===== config.mk =====
export PLATFORM = sky130hd
export DESIGN_NAME = ext_bus_bridge
export DESIGN_NICKNAME = d
export VERILOG_FILES = /design/src/rtl/ext_bus_bridge.sv
export SDC_FILE = /design/constraint.sdc
export NUM_CORES = 1
export LEC_CHECK = 0
export CORE_MARGIN = 2
export CORE_UTILIZATION = 31
export DETAILED_ROUTE_END_ITERATION = 8
export SLEW_MARGIN = 10
export SYNTH_ARGS = -nofsm -noshare
export SYNTH_HDL_FRONTEND = slang
export SYNTH_SLANG_ARGS = --single-unit
export TNS_END_PERCENT = 1

===== constraint.sdc =====
create_clock -name clk_i -period 7.5 [get_ports clk_i]
set_clock_uncertainty 0.1 [all_clocks]
set_input_delay 2.25 -clock clk_i [delete_from_list [all_inputs] [get_ports clk_i]]
set_output_delay 2.25 -clock clk_i [all_outputs]
set_load 0.005 [all_outputs]

===== src/rtl/ext_bus_bridge.sv =====
// ext_bus_bridge: asynchronous host parallel bus -> register file -> single-outstanding SoC transaction master.
// Define BRIDGE_TIMEOUT_EN to add a watchdog that abandons transactions stuck in WAIT.
module ext_bus_bridge #(
    parameter int          DATA_WIDTH  = 16,
    parameter int          HOST_AW     = 25,
    parameter int          IDX_LSB     = 1,
    parameter int          SYNC_STAGES = 3,
    parameter logic [15:0] SANITY_VAL  = 16'h50FE,
    parameter int          TIMEOUT_CYC = 1024
) (
    input  logic                  clk_i,
    input  logic                  reset_i,
    input  logic [DATA_WIDTH-1:0] data_i,
    output logic [DATA_WIDTH-1:0] data_o,
    output logic                  data_oe_o,
    input  logic [HOST_AW-1:0]    addr_i,
    input  logic                  read_i,
    input  logic                  write_i,
    input  logic                  cs_i,
    output logic                  cpu_rst_o,
    output logic                  soc_rst_o,
    output logic                  bus_master_o,
    output logic                  cpu_halt_o,
    output logic [31:0]           tran_addr_o,
    output logic [31:0]           tran_data_o,
    output logic [1:0]            tran_size_o,
    output logic                  tran_we_o,
    output logic                  tran_start_o,
    output logic                  tran_clear_o,
    input  logic [31:0]           tran_data_i,
    input  logic                  tran_ready_i
);
    localparam int LANES = 32 / DATA_WIDTH;

    typedef enum logic [1:0] {IDLE, REQ, WAIT} bridgeStateT;

    bridgeStateT            r_state;
    bridgeStateT            w_nextState;
    logic [SYNC_STAGES-1:0] r_csSync;
    logic [9:0]             r_ctrl;
    logic [31:0]            r_addr;
    logic [31:0]            r_dataIn;
    logic [31:0]            r_dataOut;
    logic [31:0]            r_tranAddr;
    logic [31:0]            r_tranData;
    logic [1:0]             r_tranSize;
    logic                   r_tranWe;
    logic                   r_done;
    logic                   r_clear;
    logic [DATA_WIDTH-1:0]  r_rdData;
    logic [DATA_WIDTH-1:0]  w_rdData;
    logic [3:0]             w_idx;
    logic [31:0]            w_incAddr;
    logic                   w_access;
    logic                   w_rdAcc;
    logic                   w_wrAcc;
    logic                   w_ctrlWr;
    logic                   w_startWr;
    logic                   w_clearWr;
    logic                   w_startAcc;
    logic                   w_complete;
    logic                   w_busy;
    logic                   w_expire;
    logic                   w_timeoutBit;
    logic                   w_unusedBits;

    // One access per cs assertion: rising edge seen between the two oldest synchroniser stages.
    always_ff @(posedge clk_i or negedge reset_i) begin
        if (!reset_i) r_csSync <= '0;
        else          r_csSync <= {r_csSync[SYNC_STAGES-2:0], cs_i};
    end

    assign w_access   = r_csSync[SYNC_STAGES-2] & ~r_csSync[SYNC_STAGES-1];
    assign w_rdAcc    = w_access & ~read_i;
    assign w_wrAcc    = w_access & ~write_i;
    assign w_idx      = addr_i[IDX_LSB+3:IDX_LSB];
    assign w_ctrlWr   = w_wrAcc && (w_idx == 4'd1);
    assign w_startWr  = w_ctrlWr & data_i[3];
    assign w_clearWr  = w_ctrlWr & data_i[5];
    assign w_startAcc = (r_state == IDLE) & w_startWr & ~w_clearWr;
    assign w_complete = (r_state == WAIT) & tran_ready_i;
    assign w_busy     = (r_state != IDLE);

    always_ff @(posedge clk_i or negedge reset_i) begin
        if (!reset_i) r_state <= IDLE;
        else          r_state <= w_nextState;
    end

    // A clear write overrides everything, including a completion in the same cycle.
    always_comb begin
        w_nextState = r_state;
        if (w_clearWr) begin
            w_nextState = IDLE;
        end else begin
            case (r_state)
                IDLE:    if (w_startWr) w_nextState = REQ;
                REQ:     w_nextState = WAIT;
                WAIT:    if (tran_ready_i || w_expire) w_nextState = IDLE;
                default: w_nextState = IDLE;
            endcase
        end
    end

    always_comb begin
        w_incAddr = r_addr + 32'd4;
        case (r_tranSize)
            2'd0:    w_incAddr = r_addr + 32'd1;
            2'd1:    w_incAddr = r_addr + 32'd2;
            default: ;
        endcase
    end

    always_ff @(posedge clk_i or negedge reset_i) begin
        if (!reset_i) begin
            r_ctrl     <= 10'h103;
            r_addr     <= '0;
            r_dataIn   <= '0;
            r_dataOut  <= '0;
            r_tranAddr <= '0;
            r_tranData <= '0;
            r_tranSize <= '0;
            r_tranWe   <= 1'b0;
            r_done     <= 1'b0;
            r_clear    <= 1'b0;
            r_rdData   <= '0;
        end else begin
            if (w_startAcc) begin
                r_tranAddr <= r_addr;
                r_tranData <= r_dataIn;
                r_tranSize <= data_i[7:6];
                r_tranWe   <= data_i[4];
            end
            if (w_complete) begin
                if (!r_tranWe)  r_dataOut <= tran_data_i;
                if (r_ctrl[9])  r_addr    <= w_incAddr;
            end
            // Host lane writes come after auto-increment so a same-cycle host write wins.
            if (w_wrAcc) begin
                if (w_idx == 4'd1) begin
                    if (DATA_WIDTH == 8) r_ctrl[7:0] <= 8'(data_i) & 8'hD7;
                    else                 r_ctrl      <= 10'(data_i) & 10'h3D7;
                end
                if ((DATA_WIDTH == 8) && (w_idx == 4'd3)) r_ctrl[9:8] <= data_i[1:0];
                for (int k = 0; k < LANES; k++) begin
                    if (w_idx == 4'(4 + k)) r_addr[k*DATA_WIDTH +: DATA_WIDTH]   <= data_i;
                    if (w_idx == 4'(8 + k)) r_dataIn[k*DATA_WIDTH +: DATA_WIDTH] <= data_i;
                end
            end
            if (w_rdAcc) r_rdData <= w_rdData;
            if (w_clearWr || w_startAcc) r_done <= 1'b0;
            else if (w_complete)         r_done <= 1'b1;
            r_clear <= w_clearWr | w_expire;
        end
    end

    always_comb begin
        w_rdData = '0;
        case (w_idx)
            4'd0:    w_rdData = DATA_WIDTH'(SANITY_VAL);
            4'd1:    w_rdData = DATA_WIDTH'(r_ctrl);
            4'd2:    w_rdData = DATA_WIDTH'({w_timeoutBit, r_done, w_busy});
            4'd3:    if (DATA_WIDTH == 8) w_rdData = DATA_WIDTH'(r_ctrl[9:8]);
            default: ;
        endcase
        for (int k = 0; k < LANES; k++) begin
            if (w_idx == 4'(4 + k))  w_rdData = r_addr[k*DATA_WIDTH +: DATA_WIDTH];
            if (w_idx == 4'(8 + k))  w_rdData = r_dataIn[k*DATA_WIDTH +: DATA_WIDTH];
            if (w_idx == 4'(12 + k)) w_rdData = r_dataOut[k*DATA_WIDTH +: DATA_WIDTH];
        end
    end

`ifdef BRIDGE_TIMEOUT_EN
    localparam int WD_W = $clog2(TIMEOUT_CYC + 1);

    logic [WD_W-1:0] r_wdCnt;
    logic            r_timeout;

    // The counter's final value is the limit cycle; a ready there still completes normally.
    always_ff @(posedge clk_i or negedge reset_i) begin
        if (!reset_i) begin
            r_wdCnt   <= '0;
            r_timeout <= 1'b0;
        end else begin
            r_wdCnt <= (r_state == WAIT) ? r_wdCnt + 1'b1 : '0;
            if (w_clearWr || w_startAcc) r_timeout <= 1'b0;
            else if (w_expire)           r_timeout <= 1'b1;
        end
    end

    assign w_expire     = (r_state == WAIT) && (r_wdCnt == WD_W'(TIMEOUT_CYC - 1)) && !tran_ready_i;
    assign w_timeoutBit = r_timeout;
    assign w_unusedBits = ^addr_i;
`else
    assign w_expire     = 1'b0;
    assign w_timeoutBit = 1'b0;
    assign w_unusedBits = ^{addr_i, (TIMEOUT_CYC == 0)};
`endif

    assign data_o       = r_rdData;
    assign data_oe_o    = ~read_i;
    assign cpu_rst_o    = r_ctrl[0];
    assign soc_rst_o    = r_ctrl[1];
    assign bus_master_o = r_ctrl[2];
    assign cpu_halt_o   = r_ctrl[8];
    assign tran_addr_o  = r_tranAddr;
    assign tran_data_o  = r_tranData;
    assign tran_size_o  = r_tranSize;
    assign tran_we_o    = r_tranWe;
    assign tran_start_o = (r_state == REQ);
    assign tran_clear_o = r_clear;

endmodule


==> results of run 1 <==
-- metrics by stage --
step / util (%) / power (mW) / setup WS (ps)
finish: 39.8 / 2.51 / 1900
global route: 39.8 / 2.62 / 1780
CTS: 39.8 / 2.53 / 1900
detailed placement: 37.7 / 1.58 / 1560
global placement: 37.7 / 1.58 / 1610
floorplan: - / 1.38 / 2860
-- metal layers --
layer  global-route usage, %  up-vias  routed length, microns
met5                       0        -                       0
met4                    5.09        0                     559
met3                    3.88       31                    1730
met2                    28.4      248                   13100
met1                    27.3     3614                   13600
li1                        -     3291                       -
-- layout by cell type, fill, tap and decap left out, types with 4 or more instances in the layout --
master / count
nor2_1: 56
xnor2_1: 6
inv_1: 19
nand2_1: 76
buf_4: 9
nand3_1: 19
clkdlybuf4s50_1: 145
a21oi_1: 41
nor2b_1: 10
ha_1: 4
mux2_2: 120
a2bb2oi_1: 4
mux2i_1: 23
nor3_1: 16
nand4_1: 18
nand2b_1: 6
and4_1: 5
o2bb2ai_1: 4
nor4_1: 5
dfrtp_1: 191
xor2_1: 12
o22ai_1: 10
or3_1: 6
clkbuf_16: 17
nand4b_1: 5
a221oi_1: 5
mux2_4: 19
a31oi_1: 11
o21ai_0: 45
-- cells in the mapped netlist (3+ instances only) --
master,instances
a2bb2oi_1,4
dfrtp_1,191
o31ai_1,3
xor2_1,12
xnor2_1,6
nand4_1,18
mux2i_1,23
buf_2,7
o22ai_1,10
inv_1,19
nand4b_1,5
nor3b_1,3
a21oi_1,41
buf_1,4
a221oi_1,5
and4_1,5
clkbuf_1,37
nand3_1,19
a31oi_1,11
buf_6,3
or3_1,7
nor3_1,17
a211o_1,3
o2bb2ai_1,4
ha_1,4
mux2_4,19
nor4_1,5
o21ai_0,45
nor2_1,56
a22oi_1,3
nor2b_1,10
mux2_2,120
or4_1,3
nand2_1,76
dfstp_2,3
o21a_1,3
nand2b_1,6
o32ai_1,3
-- power by group through the flow --
stage               clock network [mW]  logic [mW]  registers (mW)
floorplan                            0       0.169            1.21
global placement                     0       0.314            1.26
detailed placement                   0       0.318            1.27
CTS                              0.970       0.320            1.24
global route                      1.02       0.348            1.26
finish                           0.951       0.316            1.25
-- layout make-up --
class / count / area [sq um]
clock inverter: 14 / 173
tap: 390 / 488
clock buffer: 18 / 439
sequential: 194 / 4860
timing repair buffer: 156 / 1540
fill: 2876 / 17900
multi-input combinational: 576 / 4240
inverter: 20 / 75.1
-- worst max-delay path by stage --
| stage | startpoint | endpoint | cells after the start |
|---|---|---|---|
| after CTS | read_i | data_oe_o | 3 |
| final | read_i | data_oe_o | 3 |
| after detailed placement | addr_i[1] | tran_addr_o[16]$_DFFE_PN0P_ | 6 |
| after global placement | addr_i[1] | tran_addr_o[19]$_DFFE_PN0P_ | 6 |
| after floorplan | read_i | data_oe_o | 1 |
| after global routing | addr_i[1] | tran_addr_o[18]$_DFFE_PN0P_ | 6 |
-- cells by family (layout without fill, tap and decap cells) --
| family | count (synthesis) | after routing | share of synthesized area (%) |
|---|---|---|---|
| flops | 194 | 194 | 51.9 |
| compound gates | 151 | 151 | 9.90 |
| fa+ha+maj | 4 | 4 | 0.535 |
| simple gates | 241 | 241 | 12.9 |
| xor+xnor | 18 | 18 | 1.68 |
| mux | 162 | 162 | 19.9 |
| buf+inv | 71 | 208 | 3.18 |
-- registers in the layout, indices dropped and copies added (netlist names), 2 cells and up --
register and count:
r_dataIn 32, data_o 16, tran_addr_o 32, r_dataOut 32, r_addr 32, r_csSync 3
r_state 2, r_ctrl 8, tran_data_o 32, tran_size_o 2
-- worst max-delay path, delay by kind of cell --
family / cells / cell delay [ps]
buffers and inverters: 3 / 1000
==> out/results.txt, run 1 <==
Outcome = finished, final reports clean
Distinct cells, synth = 60
Leakage = 5.16 nW
Critical Path Source Type = primary input
Avg WL per Cell = 21.2 microns
Slowest CP cell = clkdlybuf4s50_1
HP Class = flip-flop to flip-flop
Setup TNS Final = 0 ps
DR DRC count = 0
Grt ovf = 0
Comb power frac = 12.6%
Vias in the first global route = 6967
# Max-Cap Violations = 0
IO Pins = 169
Critical Path, Cell by Cell = clkdlybuf4s50_1 -> inv_1 -> clkdlybuf4s50_1
Switching Fraction = 28.0%
Largest net degree at the start of global routing = 94
Antenna Nets Post-Route = 0
Critical Path Max Stage Delay = 490 ps
Hold Violations, Final = 0
Hold Path End = r_csSync[1]$_DFF_PN0_
CTS Buffer Depth = 2
Endpoints failing setup = 0
GR Util All Layers = 18.8%
CTS Root Cell = clkbuf_16
Std-Cell Rows = 63
Int Pwr = 1.81 mW
Syn nets = 924
CORE AREA = 29700 sq um
Leading area contributor after synthesis = dfrtp_1
Worst hold slack = 252 ps
Die area = 31600 sq um
Initial core utilization = 31.5%
Reg-to-reg slack, setup = 4420 ps
Top FF cell, synth = dfrtp_1
Initial DRC Count = 654
Sequential power share = 49.6%
Ys async rst share = 100%
CTS resizes = 0
Worst-path clk slew = 70 ps
First-pass GRT wire length = 44200 microns
RSZ-0062 raised after global routing = false
Worst Tran Pin Value = 1140 ps
Synth area leaders = dfrtp_1 51%, mux2_2 14%, mux2_4 3.0%
Vias = 7184
Synth Register Bits = 194
Initial antenna violation count = 0
H-tree lvl count = 4
Routed WL = 29000 microns
Crit path top cell by count = clkdlybuf4s50_1
VDD IR max = 168 uV
# diodes = 0
Hold path startpoint = r_csSync[0]$_DFF_PN0_
Dpl hpwl = 20700 microns
Finished Layout Cells = 1368
Avg Inst Size Synth = 11.1 sq um
Post-synthesis instance total = 841
Postcts setup bufs = 0
Reg-to-Reg End = tran_data_o[20]$_DFFE_PN0P_
Ys Warns = 0
CTS tree = yes
Gpl congestion = 0.882
Final worst path period need = 5600 ps
Critical R2R Launch = r_csSync[2]$_DFF_PN0_
Port Buffers = 147
Max Freq = 179 MHz
Nets = 1048
Die Wd = 178 microns
Total clock sinks = 194
Post-route cell area = 11800 sq um
Slew HR = 23.7%
Drt via density = 5.25
Hold_buf cts = 0
CP Max Fanout = 2
Clock group share of total power = 37.9%
Area growth, synth to finish = 26.2%
Share of cells above drive strength 1 = 20.1%
Dpl cells = 1336
Pwr dens = 213 nW/um^2
Cts bufs inserted = 17
Worst R2R Path Depth = 5
Post-Syn Area = 9360 sq um
Die H = 178 microns
Post-DP Area = 11200 sq um
Sequential share of the synthesized area = 51.9%
Final max-slew violation count = 0
Psw = 0.704 mW
Hold path depth = 0
Critical path class = primary input to output pin
Post-synth EDFFs = 0
Clock latency on the worst-skew pair = 440 ps
Critical path arrival = 3250 ps
CP Data Required Time = 5150 ps
Crit share post-route = 74.6%
Worst Setup End Kind = output pin
DRT Pass-1 Iters = 5
Post-synth top area share = 51.1%
Note: power is estimated with default switching activity, not from simulation.
==> run 2: changes to the inputs <==
clock period = 4.61 ns   (was 7.5 ns; I/O delays follow)
==> out/results.txt, run 2 (synthesis gave the netlist of run 1 again) <==
Outcome = finished, final reports clean
Hold_buf cts = 0 (unchanged)
Worst Tran Pin Value = 1130 ps (-6.07 ps)
Most frequent cells in the layout = 191 x dfrtp_1, 145 x clkdlybuf4s50_1, 120 x mux2_2
Endpoints failing setup = 0 (unchanged)
IO Pins = 169 (unchanged)
Clock latency on the worst-skew pair = 440 ps (about the same)
RSZ-0062 raised after global routing = false
H-tree lvl count = 4 (unchanged)
VDD IR max = 259 uV (+55%)
Hold Violations, Final = 0 (unchanged)
Final worst path period need = 3880 ps
Die area = 31600 sq um (unchanged)
Std-Cell Rows = 63 (unchanged)
Critical path arrival = 2390 ps (-860 ps)
Cts bufs inserted = 17 (unchanged)
Total clock sinks = 194 (unchanged)
Setup TNS Final = 0 ps (unchanged)
# diodes = 0 (unchanged)
Dpl hpwl = 20900 microns (+0.72%)
DR DRC count = 0 (unchanged)
CTS Buffer Depth = 2 (unchanged)
Reg area = 4860 sq um (unchanged)
# Max-Cap Violations = 0 (unchanged)
Worst Setup End Kind = output pin
Gpl congestion = 0.893 (+1.3%)
CORE AREA = 29700 sq um (unchanged)
Area growth, synth to finish = 27.5%
Leakage = 5.25 nW (+1.6%)
Vias in the first global route = 7120 (+2.2%)
Initial core utilization = 31.5% (unchanged)
Largest net degree at the start of global routing = 80 (-15%)
Initial antenna violation count = 0 (unchanged)
Leading cell type in the layout, fill and taps excluded = dfrtp_1
Footprint of the multi-input gates = 4240 sq um (unchanged)
Vias = 7247 (+0.88%)
Post-route cell area = 11900 sq um (+1.0%)
CTS Root Cell = clkbuf_16
Worst hold slack = 258 ps (+5.72 ps)
HP Class = flip-flop to flip-flop
Postcts setup bufs = 0 (unchanged)
Max Freq = 258 MHz
Nets = 1062 (+1.3%)
Drt via density = 5.25 (about the same)
Post-DP Area = 11300 sq um (+1.1%)
Slew HR = 24.0% (+0.28 points)
Critical Path Source Type = primary input
Crit share post-route = 84.1%
First-pass GRT wire length = 43800 microns (-0.78%)
Worst-path clk slew = 70 ps (about the same)
CTS resizes = 0 (unchanged)
Die H = 178 microns (unchanged)
Avg WL per Cell = 21.1 microns (-0.45%)
Share of cells above drive strength 1 = 21.2% (+1.0 points)
Port Buffers = 147 (unchanged)
Final max-slew violation count = 0 (unchanged)
CP Max Fanout = 2 (unchanged)
Antenna Nets Post-Route = 0 (unchanged)
Initial DRC Count = 733 (+12%)
Die Wd = 178 microns (unchanged)
CTS tree = yes
DRT Pass-1 Iters = 5 (unchanged)
Routed WL = 29200 microns (+0.50%)
Pwr dens = 345 nW/um^2 (+62%)
Final Core Density = 40.2% (+0.40 points)
CP Data Required Time = 3130 ps (-2020 ps)
Fill count = 2882 (+0.21%)
Critical path class = primary input to output pin
Grt ovf = 0 (unchanged)
GR Util All Layers = 18.7% (-0.12 points)
run 2: cell count changes in the layout (fill, tap and decap cells not counted):
cell	before	now
clkinv_4	1	3
inv_8	3	1
buf_12	0	1
bufinv_16	2	3
inv_6	3	4
clkinv_2	1	2
buf_4	9	22
clkinvlp_4	3	0
clkinv_8	1	0
run 2: final cells by class:
cell class	count	area share, %
timing repair buffer	170	13.9
clock buffer	18	3.68
clock inverter	13	1.45
multi-input combinational	576	35.6
inverter	20	0.629
sequential	194	40.7
tap	390	4.09
run 2: path summary, 6_finish.rpt:
path                                  startpoint                     end  slack [ps]  cells after the start
setup / recovery                          read_i               data_oe_o         730                      3
min in group asynchronous                reset_i  data_o[12]$_DFFE_PN0P_         870                      1
hold / removal             r_csSync[0]$_DFF_PN0_   r_csSync[1]$_DFF_PN0_         260                      0
max in group asynchronous                reset_i     r_addr[3]$_DFF_PN0_        2680                      2
setup reg to reg             r_addr[2]$_DFF_PN0_    r_addr[18]$_DFF_PN0_        1550                      6
hold reg to reg            r_csSync[0]$_DFF_PN0_   r_csSync[1]$_DFF_PN0_         260                      0
run 2: critical path, cell delays in order:
cell             delay, ps
clkdlybuf4s50_1        440
inv_1                   70
clkdlybuf4s50_1        500
run 2: routing by layer:
metal	vias up	GRT usage (%)	share of wire, %
li1	3313	-	-
met1	3663	26.9	47
met2	241	29.2	46
met3	30	3.60	5.2
met4	0	3.83	1.3
met5	-	0	0
run 2: metrics by stage:
step	setup slack [ps]	cells	power, mW
final	733	1381	4.12
after global placement	593	1350	2.57
after floorplan	1070	841	2.24
after CTS	734	1381	4.15
after detailed placement	564	1350	2.58
after global routing	701	1381	4.30
run 2: report_power, final:
| part | internal (mW) | total, mW | switching (mW) |
|---|---|---|---|
| Combinational | 0.275 | 0.521 | 0.246 |
| Sequential | 1.84 | 2.03 | 0.190 |
| Clock | 0.877 | 1.57 | 0.694 |
| Total | 2.99 | 4.12 | 1.13 |
==> run 3: changes to the inputs <==
clock period = 3.35 ns   (was 4.61 ns; I/O delays follow)
==> out/results.txt, run 3 (synthesis gave the netlist of run 1 again) <==
Outcome = finished, final reports clean
Pre-CTS WS = -64.9 ps (-629 ps)
Total Power = 5.52 mW (+34%)
Die area = 31600 sq um (unchanged)
Clock latency on the worst-skew pair = 440 ps (about the same)
Most frequent cells in the layout = 191 x dfrtp_1, 145 x clkdlybuf4s50_1, 120 x mux2_2
Drt via density = 5.21 (-0.63%)
First-pass GRT wire length = 44600 microns (+1.7%)
RSZ-0062 raised after global routing = false
Finished Layout Cells = 1403 (+1.6%)
CTS Buffer Depth = 2 (unchanged)
Postcts setup bufs = 0 (unchanged)
Die Wd = 178 microns (unchanged)
Hold Violations, Final = 0 (unchanged)
CORE AREA = 29700 sq um (unchanged)
Worst-path clk slew = 70 ps (about the same)
Critical Path Source Type = primary input
Critical Path Max Stage Delay = 490 ps (about the same)
H-tree lvl count = 4 (unchanged)
# Max-Cap Violations = 0 (unchanged)
Share of cells above drive strength 1 = 22.8% (+1.6 points)
Critical path arrival = 1990 ps (-400 ps)
Setup TNS Final = 0 ps (unchanged)
Final max-slew violation count = 0 (unchanged)
# diodes = 0 (unchanged)
Initial DRC Count = 684 (-6.7%)
Dpl hpwl = 21600 microns (+3.5%)
Initial antenna violation count = 0 (unchanged)
IO Pins = 169 (unchanged)
CP Max Fanout = 2 (unchanged)
Worst Tran Pin Value = 581 ps (-548 ps)
Leading cell type in the layout, fill and taps excluded = dfrtp_1
Port Buffers = 147 (unchanged)
Nets = 1085 (+2.2%)
Leakage = 5.35 nW (+2.0%)
Worst hold slack = 250 ps (-8.06 ps)
CTS resizes = 0 (unchanged)
Final worst path period need = 3100 ps
Routed WL = 29700 microns (+1.9%)
Initial core utilization = 31.5% (unchanged)
Pwr dens = 456 nW/um^2 (+32%)
Endpoints failing setup = 0 (unchanged)
Reg-to-reg slack, setup = 740 ps (-810 ps)
DR DRC count = 0 (unchanged)
Largest net degree at the start of global routing = 64 (-20%)
Slowest CP cell = clkdlybuf4s50_1
Total clock sinks = 194 (unchanged)
Avg WL per Cell = 21.2 microns (+0.29%)
Vias = 7316 (+0.95%)
Dpl cells = 1373 (+1.7%)
HP Class = flip-flop to flip-flop
Crit path top cell by count = clkdlybuf4s50_1
CP Data Required Time = 2240 ps (-890 ps)
Setup ws final = 251 ps (-481 ps)
CTS tree = yes
Vias in the first global route = 7131 (+0.15%)
Cts bufs inserted = 17 (unchanged)
Gpl congestion = 0.892 (-0.10%)
Crit share post-route = 92.5%
Std-Cell Rows = 63 (unchanged)
Grt ovf = 0 (unchanged)
Slew HR = 61.1% (+37 points)
CTS Root Cell = clkbuf_16
Antenna Nets Post-Route = 0 (unchanged)
Critical Path, Cell by Cell = clkdlybuf4s50_1 -> inv_1 -> clkdlybuf4s50_1
Hold_buf cts = 0 (unchanged)
DRT Pass-1 Iters = 5 (unchanged)
GR Util All Layers = 19.1% (+0.36 points)
Max Freq = 323 MHz
Critical path class = primary input to output pin
Area growth, synth to finish = 29.5%
Die H = 178 microns (unchanged)
Worst Setup End Kind = output pin
VDD IR max = 362 uV (+40%)
## run 3: cell types whose count changed in the layout (fill, tap and decap cells not counted)
cell        delta
buf_4         +17
clkinv_4       -2
bufinv_16      -2
inv_6          -1
clkbuf_8       +1
clkbuf_1       +1
clkinvlp_4     +2
buf_12         +6
## run 3: report_power, final
group	total (mW)	internal [mW]	switching (mW)
Clock	2.00	1.07	0.931
Combinational	0.739	0.390	0.349
Sequential	2.79	2.53	0.255
## run 3: per-stage QoR
stage / util, % / area (sq um)
finish: 40.8 / 12100
floorplan: - / 9360
global placement: 38.9 / 11600
global route: 40.8 / 12100
CTS: 40.8 / 12100
detailed placement: 38.9 / 11600
## run 3: cell type report
| cell class | count | area (sq um) |
|---|---|---|
| clock buffer | 20 | 457 |
| clock inverter | 10 | 101 |
| fill | 2881 | 17600 |
| inverter | 20 | 75.1 |
| multi-input combinational | 576 | 4240 |
| sequential | 194 | 4860 |
| tap | 390 | 488 |
| timing repair buffer | 193 | 1900 |
## run 3: critical path: cells and delay by family
family / cells / cell delay, ps
buffers and inverters: 3 / 990
## run 3: path summary, 6_finish.rpt
path	endpoint	cells past startpoint	startpoint
min reg2reg	r_csSync[1]$_DFF_PN0_	0	r_csSync[0]$_DFF_PN0_
max reg2reg	r_addr[31]$_DFF_PN0_	5	r_addr[5]$_DFF_PN0_
max in group asynchronous	r_dataIn[11]$_DFFE_PN0P_	2	reset_i
min	r_csSync[1]$_DFF_PN0_	0	r_csSync[0]$_DFF_PN0_
max	data_oe_o	3	read_i
min in group asynchronous	data_o[15]$_DFFE_PN0P_	1	reset_i
## run 3: routing by layer
layer  track usage [%]  vias up  wire length [microns]
li1                  -     3361                      -
met1              27.5     3688                  14000
met2              30.0      240                  13700
met3              3.15       27                   1590
met4              4.30        0                    363
met5                 0        -                      0
